<file path="src/rtl/hit_judge.sv">
// Per-frame collision judge: player bullets vs enemies, then optionally player body vs enemies.
// Optional feature macro: HIT_BODY_EN enables the BODY state and the eli_me output.
module hit_judge #(
  parameter int BLT_W = 10,
  parameter int BLT_H = 10,
  parameter int EN_W  = 40,
  parameter int EN_H  = 30,
  parameter int ME_W  = 40,
  parameter int ME_H  = 40
) (
  input  logic         clk_main,
  input  logic         rst,
  input  logic         en,
  input  logic         frame_tick,
  input  logic [12:0]  me_blt_vi,
  input  logic [116:0] me_blt_x,
  input  logic [116:0] me_blt_y,
  input  logic [7:0]   enemy_vi,
  input  logic [71:0]  enemy_x,
  input  logic [71:0]  enemy_y,
  input  logic         me_vi,
  input  logic [8:0]   me_x,
  input  logic [8:0]   me_y,
  output logic [12:0]  eli_me_blt,
  output logic [7:0]   eli_enemy,
  output logic         eli_me,
  output logic [15:0]  score,
  output logic         busy,
  output logic         done
);

  // state  | meaning
  // IDLE   | waiting for a frame_tick rising edge with en=1
  // SCAN   | one bullet slot per cycle, slots 0..12
  // BODY   | player body vs remaining enemies (HIT_BODY_EN only)
  // REPORT | accumulators presented on eli_* for one cycle with done
`ifdef HIT_BODY_EN
  typedef enum logic [1:0] {IDLE = 2'd0, SCAN = 2'd1, BODY = 2'd2, REPORT = 2'd3} state_t;
`else
  typedef enum logic [1:0] {IDLE = 2'd0, SCAN = 2'd1, REPORT = 2'd3} state_t;
`endif

  localparam logic [9:0] P_BW = 10'(BLT_W);
  localparam logic [9:0] P_BH = 10'(BLT_H);
  localparam logic [9:0] P_EW = 10'(EN_W);
  localparam logic [9:0] P_EH = 10'(EN_H);

  function automatic logic f_ov(input logic [8:0] ax, input logic [8:0] ay,
                                input logic [9:0] aw, input logic [9:0] ah,
                                input logic [8:0] bx, input logic [8:0] by,
                                input logic [9:0] bw, input logic [9:0] bh);
    logic [9:0] axe, aye, bxe, bye;
    axe = {1'b0, ax};
    aye = {1'b0, ay};
    bxe = {1'b0, bx};
    bye = {1'b0, by};
    return (axe < bxe + bw) && (bxe < axe + aw) && (aye < bye + bh) && (bye < aye + ah);
  endfunction

  state_t      r_state, w_state_nxt;
  logic        r_ft, r_ft_q, r_en_q;
  logic [3:0]  r_idx;
  logic [12:0] r_hit_blt;
  logic [7:0]  r_hit_en;
  logic [15:0] r_score, w_score_nxt;
  logic [16:0] w_score_sum;
  logic [8:0]  w_bx, w_by;
  logic [7:0]  w_ov_blt, w_first;
  logic        w_ft_rise, w_rep;

  assign w_ft_rise = r_ft & ~r_ft_q;
  assign w_rep     = (r_state == REPORT) && en;
  assign w_bx      = me_blt_x[r_idx*9 +: 9];
  assign w_by      = me_blt_y[r_idx*9 +: 9];

  always_comb begin
    w_ov_blt = '0;
    for (int k = 0; k < 8; k++) begin
      w_ov_blt[k] = enemy_vi[k] & ~r_hit_en[k] &
                    f_ov(w_bx, w_by, P_BW, P_BH, enemy_x[k*9 +: 9], enemy_y[k*9 +: 9], P_EW, P_EH);
    end
  end

  // isolate the lowest-index candidate so one bullet removes at most one enemy
  assign w_first = w_ov_blt & (~w_ov_blt + 8'd1);

`ifdef HIT_BODY_EN
  localparam logic [9:0] P_MW = 10'(ME_W);
  localparam logic [9:0] P_MH = 10'(ME_H);
  logic [7:0] w_ov_me;
  logic       r_hit_me;

  always_comb begin
    w_ov_me = '0;
    for (int k = 0; k < 8; k++) begin
      w_ov_me[k] = enemy_vi[k] & ~r_hit_en[k] &
                   f_ov(me_x, me_y, P_MW, P_MH, enemy_x[k*9 +: 9], enemy_y[k*9 +: 9], P_EW, P_EH);
    end
  end

  always_ff @(posedge clk_main or posedge rst) begin
    if (rst)                                 r_hit_me <= 1'b0;
    else if (r_state == IDLE || !en)         r_hit_me <= 1'b0;
    else if (r_state == BODY)                r_hit_me <= me_vi & (|w_ov_me);
  end

  assign eli_me = w_rep ? r_hit_me : 1'b0;
`else
  localparam int lp_unused_me = ME_W + ME_H;
  logic w_unused_me;
  assign w_unused_me = ^{me_vi, me_x, me_y};
  assign eli_me      = 1'b0;
`endif

  always_comb begin
    w_state_nxt = r_state;
    if (!en) begin
      w_state_nxt = IDLE;
    end else begin
      case (r_state)
        IDLE:    if (w_ft_rise) w_state_nxt = SCAN;
`ifdef HIT_BODY_EN
        SCAN:    if (r_idx == 4'd12) w_state_nxt = BODY;
        BODY:    w_state_nxt = REPORT;
`else
        SCAN:    if (r_idx == 4'd12) w_state_nxt = REPORT;
`endif
        REPORT:  w_state_nxt = IDLE;
        default: w_state_nxt = IDLE;
      endcase
    end
  end

  always_ff @(posedge clk_main or posedge rst) begin
    if (rst) begin
      r_state <= IDLE;
      r_ft    <= 1'b0;
      r_ft_q  <= 1'b0;
      r_en_q  <= 1'b0;
    end else begin
      r_state <= w_state_nxt;
      r_ft    <= frame_tick;
      r_ft_q  <= r_ft;
      r_en_q  <= en;
    end
  end

  always_ff @(posedge clk_main or posedge rst) begin
    if (rst) begin
      r_idx     <= '0;
      r_hit_blt <= '0;
      r_hit_en  <= '0;
    end else if (r_state == IDLE || !en) begin
      r_idx     <= '0;
      r_hit_blt <= '0;
      r_hit_en  <= '0;
    end else if (r_state == SCAN) begin
      r_idx <= r_idx + 4'd1;
      if (me_blt_vi[r_idx] && (|w_ov_blt)) begin
        r_hit_blt[r_idx] <= 1'b1;
        r_hit_en         <= r_hit_en | w_first;
      end
    end
  end

  assign w_score_sum = {1'b0, r_score} + 17'($countones(r_hit_en));

  always_comb begin
    w_score_nxt = r_score;
    if (en && !r_en_q)  w_score_nxt = '0;
    else if (w_rep)     w_score_nxt = w_score_sum[16] ? 16'hFFFF : w_score_sum[15:0];
  end

  always_ff @(posedge clk_main or posedge rst) begin
    if (rst) r_score <= '0;
    else     r_score <= w_score_nxt;
  end

  assign score      = r_score;
  assign busy       = (r_state != IDLE);
  assign done       = w_rep;
  assign eli_me_blt = w_rep ? r_hit_blt : 13'd0;
  assign eli_enemy  = w_rep ? r_hit_en  : 8'd0;

endmodule
</file>
<file path="config.mk">
export PLATFORM = sky130hd
export DESIGN_NAME = hit_judge
export DESIGN_NICKNAME = d
export VERILOG_FILES = /design/src/rtl/hit_judge.sv
export SDC_FILE = /design/constraint.sdc
export NUM_CORES = 1
export LEC_CHECK = 0
export BUFFER_PORTS_ARGS = -buffer_cell sky130_fd_sc_hd__buf_2
export CAP_MARGIN = 20
export CORE_AREA = 2 2 181 183
export CTS_BUF_LIST = sky130_fd_sc_hd__clkbuf_8
export CTS_CLUSTER_SIZE = 24
export DETAILED_ROUTE_END_ITERATION = 10
export DIE_AREA = 0 0 183 185
export PLACE_DENSITY = 0.66
export SETUP_SLACK_MARGIN = 0.2
export SYNTH_ARGS = -nofsm -noshare
export SYNTH_HDL_FRONTEND = slang
export SYNTH_SLANG_ARGS = --single-unit
</file>
<file path="constraint.sdc">
create_clock -name clk_main -period 6.65 [get_ports clk_main]
set_input_delay 0 -clock clk_main [delete_from_list [all_inputs] [get_ports clk_main]]
set_output_delay 0 -clock clk_main [all_outputs]
set_load 0.05 [all_outputs]
</file>
# --- Word level (Yosys, flattened, before mapping) ---
# Index checks and enable logic that the tools add are counted.
word_totals:
  elab_cells: 168
  inputBits: 422
  ff_bits: 46
classes:
  n_eq_ne: 5
  n_shift: 2
  n_mux: 21
  n_mul: 1
  order_cmp: 34
  bitwise: 30
  n_reduce_logical: 39
  addsub: 28
ops:
  columns: ["cell", "n"]
  rows:
  - ["$lt 9x10->1", 32]
  - ["$shiftx 117x9->9", 2]
  - ["$add 9x5->10 const B", 8]
  - ["$add 9x6->10 const B", 8]
  - ["$mux 13", 4]
  - ["$mux 16", 3]
  - ["$mux 8", 4]
  - ["$logic_and 1x1->1", 28]
  - ["$add 9x4->10 const B", 2]
  - ["$add 16x4->17", 1]
  - ["$and 1x1->1", 17]
  - ["$or 13x13->13", 1]
  - ["$not 1->1", 9]
  - ["$add 1x1->2", 4]
  - ["$add 8x1->8 const B", 1]
  - ["$and 8x8->8", 1]
  - ["$mul 4x4->8 const B", 1]
  - ["$mux 4", 2]
  - ["$not 8->8", 1]
  - ["$or 8x8->8", 1]
  - ["$reduce_bool 2->1", 4]
  - ["$reduce_or 8->1", 1]
  - ["$add 2x2->3", 2]
  - ["$mux 2", 3]
  - ["16 further kinds", 20]

# --- Depth between registers and ports, before layout ---
# Gate-level depths: netlist of run 1.
depth:
  depth_word: 15
  ltp_mapped: 26

# --- Worst setup path after synthesis of run 1 ---
# Ideal clock, no wire load.
synth_timing:
  path_type: "register to register"
  start: "register r_idx[0]"
  end: "register r_hit_blt[0]"
  path_slack_ns: 0.741
  path_stages_with_launch: 23
  arrival_ns: 5.783
  synth_period_minus_slack_ns: 5.909
  path_buffers: 5
  setup_time_ns: 0.126
  required_ns: 6.524
  cell_sequence: "dfrtp_1 buf_6 buf_2 buf_2 buf_1 mux4_2 a22oi_1 o21ai_0 ha_1 nor2b_1 nand2_1 nand4_1 xor2_1 ha_1 nand3_1 a2111oi_0 o22ai_1 o2111a_1 o31a_1 or3_4 o41ai_4 buf_6 o31ai_2"
synth_via:
  elab_chain_cells: 12
  word_cells_on_any_way: 84
  classes_between: "2 x add/sub; 1 x mul; 34 x order compare; 2 x shift; 7 x mux; 9 x bitwise; 29 x reduce/logical"
synth_lines:
  columns: ["item", "line", "rtl"]
  rows:
  - ["from (decl)", "62", "logic [3:0] r_idx;"]
  - ["from (signal assigned)", "158", "r_idx <= r_idx + 4'd1;"]
  - ["$mul 4x4->8", "73, 74", null]
  - ["$shiftx 117x9->9", "73", "assign w_bx = me_blt_x[r_idx*9 +: 9];"]
  - ["$add 9x4->10", "57", "return (axe < bxe + bw) && (bxe < axe + aw) && (aye < bye + bh) && (bye < aye + ah);"]
  - ["$lt 9x10->1", "57", null]
  - ["$logic_and 1x1->1 (3 in a row)", "57", null]
  - ["$and 1x1->1", "79", "w_ov_blt[k] = enemy_vi[k] & ~r_hit_en[k] &"]
  - ["$reduce_or 8->1", "159", "if (me_blt_vi[r_idx] && (|w_ov_blt)) begin"]
  - ["$logic_and 1x1->1", "159", null]
  - ["$reduce_bool 2->1 (no source line)", null, null]
  - ["$reduce_and 2->1 (no source line)", null, null]
  - ["to (signal assigned)", "151", "r_hit_blt <= '0;"]
  - ["to (signal assigned)", "155", "r_hit_blt <= '0;"]
  - ["to (signal, indexed assignment)", "160", "r_hit_blt[r_idx] <= 1'b1;"]
  - ["to (decl)", "63", "logic [12:0] r_hit_blt;"]
# Several ways; a longest one is shown, not always the timed one. The select of a mux whose other input is x is not followed.
# A chain may end at the register's enable or synchronous reset.

# --- Worst setup path in the final report of run 1 ---
layout_timing:
  start: "register r_idx[0]"
  end: "register r_hit_blt[5]"
# Same word-level chain as after synthesis.

==> flow_summary_export.csv, run 1 <==
group,metric,value,unit
status,status,"complete, no violations",
power_and_ir_drop,power.total,1.68,mW
setup_path,cp_top_family,"simple AND/OR/NAND/NOR gates",
power_and_ir_drop,power_density,108,nW/um2
setup_path,crit_fanout,36,
synthesis,ys_seq_elements,46,
global_routing,grt_pass1_wl,75700,um
setup_path,cp_slowest_cell,"a2111oi_0",
timing,fmax,0.171,GHz
timing,period_minus_slack,5850,ps
setup_path,end_kind,"register",
route,routed_wl,50500,um
floorplan,start_util,39.5,%
synthesis,synth.area.mux_share,10.2,%
route,dr.pass1.iters,5,
setup_path,cp.buffers_inverters,2,
route,drtAntennaViolNets,0,
timing,fin_tns_setup,0,ps
timing,skew,8.07,ps
synthesis,synthArstFlopShare,100,%
synthesis,syn_area,12700,um2
synthesis,ys_warn_count,0,
power_and_ir_drop,peakVddDrop,0.0719,mV
layout,synthToLayoutAreaGrowth,22.7,%
floorplan,io_pins,462,
setup_path,arrival,6080,ps
synthesis,synth-adder-area-share,27.5,%
clock_tree,cts-buffers-inserted,5,
placement,io_buffers,441,
synthesis,synth_area_per_cell,8.56,um2
timing,tightest_slew,1030,ps
synthesis,synth_top_family_by_area,"adder cells",
timing,final_max_slew_viol_count,0,
clock_tree,clkLatencyLatePin,320,ps
power_and_ir_drop,combinationalPowerShare,69.5,%
floorplan,die_h,185,um
placement,gp_congestion,0.938,
route,wire_per_inst,21.6,um
clock_tree,clockBufferDepth,2,
timing,hold_viol,0,
route,vias,13681,
layout,nets,2615,
clock_tree,cts_tree,"yes",
worst_hold_path,min_path_type,"in2async",
setup_path,slowest_delay,790,ps
clock_tree,cts-htree-levels,2,
power_and_ir_drop,pwr-share-clk,13.3,%
setup_path,worst_ep_required_time,6880,ps
global_routing,antenna_found_initial,8,
clock_tree,path_clk_slew,100,ps
route,drc,0,
synthesis,yosysUniqueCellTypes,100,
timing,whs,125,ps
synthesis,synth_xor_xnor_area_share,6.51,%
power_and_ir_drop,cellInternalPower,0.910,mW
synthesis,synth_compound_area_share,26.2,%
synthesis,seq_area_frac_synth,9.09,%
flow_run,maxCapViolCount,0,
clock_tree,cts_root_buf,"clkbuf_8",
route,via_per_inst,5.86,
timing,setup_viol,0,
synthesis,synth-edff-count,0,
timing,rsz0062_at_grt,"no",
layout,drive_gt1_share,29.4,%
power_and_ir_drop,seqPwrFrac,17.2,%
synthesis,yosys.area_share.simple,15.5,%
floorplan,dieArea,33900,um2
placement,hpwl,42500,um
setup_path,cp_cell_sequence,"and4bb_1, a22oi_1, o21ai_1, ha_1, nor2b_1, nand2_1, nand4_1, xor2_1, buf_4, ha_1, nand3_1, a21oi_1, a2111oi_0, o31ai_1, nor3_1, or2_0, o41ai_4, buf_4, o31ai_1",
placement,dpl_worst_slack,554,ps
synthesis,synthCells,1480,
global_routing,grt_overflow,0,
global_routing,first_global_vias,13439,
synthesis,synth_fp_nets,2175,
setup_path,worstSetupStartpointType,"register",
synthesis,synth_flop_cell,"dfrtp_1",
floorplan,core,32000,um2
timing,setup_ws,802,ps
layout,layoutNonFillerInstCount,2333,
placement,placedCellCount,2317,
setup_path,critical_path_class,"reg2reg",
floorplan,rows,66,
floorplan,die_w,183,um
route,drt_iter0_markers,849,
power_and_ir_drop,power_switching,0.768,mW
timing,finalCritPeriodShare,87.9,%
power_and_ir_drop,p_leak,7.62,nW
power_and_ir_drop,switching_share,45.8,%
global_routing,grt_max_degree,47,
timing,slew_headroom,30.9,%
clock_tree,cts.sinks,46,
global_routing,grtUsageTotal,28.8,%
kinds of logic (layout without fill, tap and decap cells):
family                   after synthesis  count (layout)
multiplexers                          97              97
other                                  1               5
adder cells (fa/ha/maj)              276             276
AND/OR/NAND/NOR                      378             378
flip-flops                            46              46
AO/OA/AOI/OAI                        451             451
XOR/XNOR                              92              92
buffers and inverters                139             580
power by group through the flow:
stage	registers, mW	clock network, mW	logic [mW]
detailed placement	0.294	0	1.15
CTS	0.288	0.224	1.16
finish	0.288	0.224	1.17
floorplan	0.288	0	0.720
global placement	0.293	0	1.11
global route	0.289	0.239	1.31
final cells by class:
cell class / instances / area [um2]
multi-input combinational: 1295 / 10900
timing repair buffer: 478 / 2520
clock buffer: 5 / 68.8
sequential: 46 / 1160
inverter: 94 / 353
fill: 3200 / 16500
clock inverter: 3 / 43.8
tap: 408 / 510
antenna: 4 / 10.0
cell usage in the layout, fill, tap and decap left out, types with 16 or more instances in the layout:
cell | Yosys | routed
inv_1 | 93 | 92
dfrtp_1 | 46 | 44
and2_1 | 30 | 30
and3_1 | 19 | 19
o2111ai_1 | 20 | 20
ha_1 | 268 | 268
mux2i_1 | 65 | 65
buf_4 | 6 | 32
xor2_1 | 44 | 44
a21oi_1 | 93 | 93
mux4_2 | 25 | 25
nor3_1 | 17 | 17
a211oi_1 | 23 | 23
buf_2 | 12 | 441
nand3_1 | 29 | 29
o21a_1 | 16 | 16
nand4_1 | 22 | 22
nand2b_1 | 21 | 21
a21o_1 | 35 | 35
o21ai_0 | 69 | 67
nor2b_1 | 21 | 21
o22ai_1 | 23 | 23
nor2_1 | 74 | 74
nand2_1 | 96 | 96
xnor2_1 | 47 | 47
per-layer routing:
metal | global-route usage [%] | vias to the layer above | part of all wire [%]
met5 | 2.07 | - | 0.24
met3 | 4.60 | 88 | 6.1
met1 | 36.1 | 6535 | 42
met2 | 51.1 | 509 | 49
met4 | 7.87 | 6 | 2.9
li1 | - | 6543 | -
synthesized netlist by cell type, types with 19 or more instances:
library cell / count / area [um2]
and2_1: 30 / 188
mux4_2: 25 / 563
mux2i_1: 65 / 651
a21oi_1: 93 / 465
and3_1: 19 / 119
inv_1: 93 / 349
xnor2_1: 47 / 412
a21o_1: 35 / 263
ha_1: 268 / 3350
dfrtp_1: 46 / 1150
o21ai_0: 69 / 345
nor2_1: 74 / 278
nand3_1: 29 / 145
xor2_1: 44 / 385
o22ai_1: 23 / 144
nand2b_1: 21 / 131
nand2_1: 96 / 360
a211oi_1: 23 / 173
o2111ai_1: 20 / 175
nand4_1: 22 / 138
nor2b_1: 21 / 131
state kept, by name, summed over array words and instances (netlist names):
signal     count
r_hit_en       8
r_ft           1
r_hit_blt     13
r_state        2
score         16
r_ft_q         1
r_idx          4
r_en_q         1
path summary, 6_finish.rpt:
path	start	end	slack (ps)	cells past startpoint
max	r_idx[0]$_DFFE_PP0P_	r_hit_blt[5]$_DFFE_PP0P_	800	19
min	rst	r_hit_blt[0]$_DFFE_PP0P_	120	3
max reg2reg	r_idx[0]$_DFFE_PP0P_	r_hit_blt[5]$_DFFE_PP0P_	800	19
min reg2reg	r_ft$_DFF_PP0_	r_ft_q$_DFF_PP0_	390	0
max in group asynchronous	rst	r_idx[0]$_DFFE_PP0P_	6040	4
min in group clk_main	enemy_vi[4]	r_hit_en[5]$_DFFE_PP0P_	290	6
worst reg2reg max path, delay by kind of cell, from the launching register on:
| kind | cells | cell delay (ps) |
|---|---|---|
| buf+inv | 2 | 470 |
| flops | 1 | 720 |
| compound gates | 7 | 1750 |
| simple gates | 7 | 1810 |
| xor+xnor | 1 | 560 |
| fa+ha+maj | 2 | 470 |
metrics by stage:
stage                     utilization (%)  cell area [um2]
after floorplan                         -            12700
after global placement               48.0            15400
after detailed placement             48.0            15400
after CTS                            48.4            15500
after global routing                 48.5            15500
final                                48.5            15500
what timing repair did:
item                                    in CTS  in global routing
hold endpoints to repair                    49                  0
hold buffers                                 3                  0
setup buffers                                0                  0
endpoints found under the setup margin       0                 13
resized for setup                            0                  1
Power figures use the tool's default switching activity.
==> run 2, diff against run 1 <==
--- a/config.mk
+++ b/config.mk
@@ -7,12 +7,12 @@
 export LEC_CHECK = 0
 export BUFFER_PORTS_ARGS = -buffer_cell sky130_fd_sc_hd__buf_2
 export CAP_MARGIN = 20
-export CORE_AREA = 2 2 181 183
+export CORE_AREA = 2 2 178 180
 export CTS_BUF_LIST = sky130_fd_sc_hd__clkbuf_8
 export CTS_CLUSTER_SIZE = 24
 export DETAILED_ROUTE_END_ITERATION = 10
-export DIE_AREA = 0 0 183 185
-export PLACE_DENSITY = 0.66
+export DIE_AREA = 0 0 180 182
+export PLACE_DENSITY = 0.68
 export SETUP_SLACK_MARGIN = 0.2
 export SYNTH_ARGS = -nofsm -noshare
 export SYNTH_HDL_FRONTEND = slang
==> flow_summary_export.csv, run 2 (synthesis gave the netlist of run 1 again) <==
group,metric,value,unit
placement,gp_congestion,0.977,
placement,placedCellCount,2315,
setup_path,worst_ep_required_time,6860,ps
timing,finalCritPeriodShare,88.3,%
route,drc,0,
route,wire_per_inst,21.6,um
placement,io_buffers,441,
clock_tree,clockBufferDepth,2,
floorplan,io_pins,462,
setup_path,arrival,6080,ps
power_and_ir_drop,power_density,108,nW/um2
floorplan,start_util,40.9,%
setup_path,worstRegToRegCells,18,
timing,final_max_slew_viol_count,0,
layout,nets,2618,
status,status,"complete, no violations",
route,vias,13910,
clock_tree,post_cts_buffers,0,
layout,synthToLayoutAreaGrowth,22.7,%
setup_path,cp.buffers_inverters,2,
route,drt_iter0_markers,1015,
layout,stdcell_area,15500,um2
timing,fin_tns_setup,0,ps
floorplan,die_h,182,um
setup_path,rr_endpoint,"r_hit_blt[7]$_DFFE_PP0P_",
timing,rsz0062_at_grt,"no",
layout,drive_gt1_share,29.4,%
setup_path,worstSetupStartpointType,"register",
route,dr.pass1.iters,7,
clock_tree,cts-htree-levels,2,
setup_path,cp_top_family,"compound AO/OA/AOI/OAI gates",
timing,setup_viol,0,
power_and_ir_drop,peakVddDrop,0.0677,mV
floorplan,dieArea,32800,um2
placement,hpwl,42700,um
timing,slew_headroom,29.4,%
setup_path,end_kind,"register",
clock_tree,cts_tree,"yes",
timing,hold_viol,0,
timing,tightest_slew,1060,ps
layout,largest_register_ffs,16,
layout,layout_common_cells,"buf_2 (441), ha_1 (268), nand2_1 (96)",
worst_hold_path,min_path_type,"in2reg",
worst_hold_path,min_path_cells,6,
power_and_ir_drop,p_leak,7.62,nW
clock_tree,cts_root_buf,"clkbuf_8",
setup_path,cp_cell_sequence,"buf_4, mux2i_1, nor2_1, a211oi_2, o211ai_2, ha_1, xor2_1, ha_1, a2111o_1, o22ai_1, nor2_1, a2111oi_0, a311oi_1, nor3_1, or2_0, o41ai_4, buf_4, o31ai_1",
clock_tree,clkLatencyLatePin,310,ps
route,via_per_inst,5.96,
worst_hold_path,min_to,"r_hit_en[5]$_DFFE_PP0P_",
global_routing,grtUsageTotal,29.4,%
timing,fmax,0.170,GHz
floorplan,die_w,180,um
setup_path,cp_slowest_cell,"dfrtp_4",
route,routed_wl,50500,um
global_routing,grt_max_degree,47,
setup_path,ff2ff_setup_slack,780,ps
setup_path,slowest_delay,760,ps
clock_tree,path_clk_slew,100,ps
timing,period_minus_slack,5870,ps
layout,fillCellCount,3012,
route,drtAntennaViolNets,0,
layout,final_common_cell,"buf_2",
layout,layoutNonFillerInstCount,2334,
placement,placed_area,15400,um2
clock_tree,cts-buffers-inserted,5,
setup_path,r2r_start,"r_idx[1]$_DFFE_PP0P_",
setup_path,critical_path_class,"reg2reg",
timing,skew,13.0,ps
global_routing,first_global_vias,13351,
global_routing,antenna_found_initial,13,
worst_hold_path,hold_start,"enemy_vi[4]",
global_routing,grt_pass1_wl,75600,um
clock_tree,cts.sinks,46,
global_routing,grt_overflow,0,
setup_path,crit_fanout,33,
floorplan,core,31000,um2
floorplan,rows,65,
flow_run,maxCapViolCount,0,
-- run 2: how the worst max path moves through the flow --
stage / start / to / slack (ps) / depth (start not counted)
after detailed placement: r_idx[0]$_DFFE_PP0P_ / r_hit_blt[6]$_DFFE_PP0P_ / 750 / 18
final: r_idx[1]$_DFFE_PP0P_ / r_hit_blt[7]$_DFFE_PP0P_ / 780 / 18
after CTS: r_idx[0]$_DFFE_PP0P_ / r_hit_blt[7]$_DFFE_PP0P_ / 730 / 18
after floorplan: r_idx[0]$_DFFE_PP0P_ / r_hit_blt[0]$_DFFE_PP0P_ / 740 / 22
after global placement: r_idx[0]$_DFFE_PP0P_ / r_hit_blt[6]$_DFFE_PP0P_ / 910 / 18
after global routing: r_idx[0]$_DFFE_PP0P_ / r_hit_blt[6]$_DFFE_PP0P_ / 320 / 22
-- run 2: metal layers --
layer,vias up,GRT usage (%),share of wire (%)
li1,6570,-,-
met1,6537,37.9,41
met2,681,49.6,47
met3,116,4.51,7.8
met4,6,10.8,3.8
met5,-,1.48,0.25
-- run 2: through the flow --
step | setup slack, ps | utilization [%] | hold slack [ps] | power, mW
floorplan | 741 | - | 31.4 | 1.01
detailed placement | 752 | 49.7 | 111 | 1.44
finish | 779 | 50.2 | 256 | 1.68
CTS | 728 | 50.1 | 270 | 1.67
global placement | 912 | 49.7 | 113 | 1.41
global route | 319 | 50.2 | 327 | 1.82
-- run 2: worst register-to-register path: cells and delay by family (launching register included) --
family	cells	cell delay [ps]
buffers and inverters	2	710
multiplexers	1	250
adder cells (fa/ha/maj)	2	780
AND/OR/NAND/NOR	4	720
XOR/XNOR	1	420
flip-flops	1	760
AO/OA/AOI/OAI	8	2150
-- run 2: final cells by class --
type | instances | area (um2) | share of cell area [%]
Sequential cell | 46 | 1160 | 7.45
Inverter | 94 | 353 | 2.27
Timing Repair Buffer | 481 | 2510 | 16.2
Antenna cell | 8 | 20.0 | 0.129
Tap cell | 402 | 503 | 3.23
Multi-Input combinational cell | 1295 | 10900 | 70.0
Clock buffer | 5 | 68.8 | 0.443
Clock inverter | 3 | 43.8 | 0.282
-- run 2: report_power, final --
part / switching [mW] / leakage [nW] / internal (mW)
combinational: 0.656 / 6.93 / 0.515
clock: 0.110 / 0.0586 / 0.113
sequential: 0.00517 / 0.631 / 0.282
-- run 2: repair_timing --
action,CTS,global route
gates resized for setup,0,1
hold buffers,3,0
endpoints found under the hold margin,48,0
setup endpoints to repair,0,2
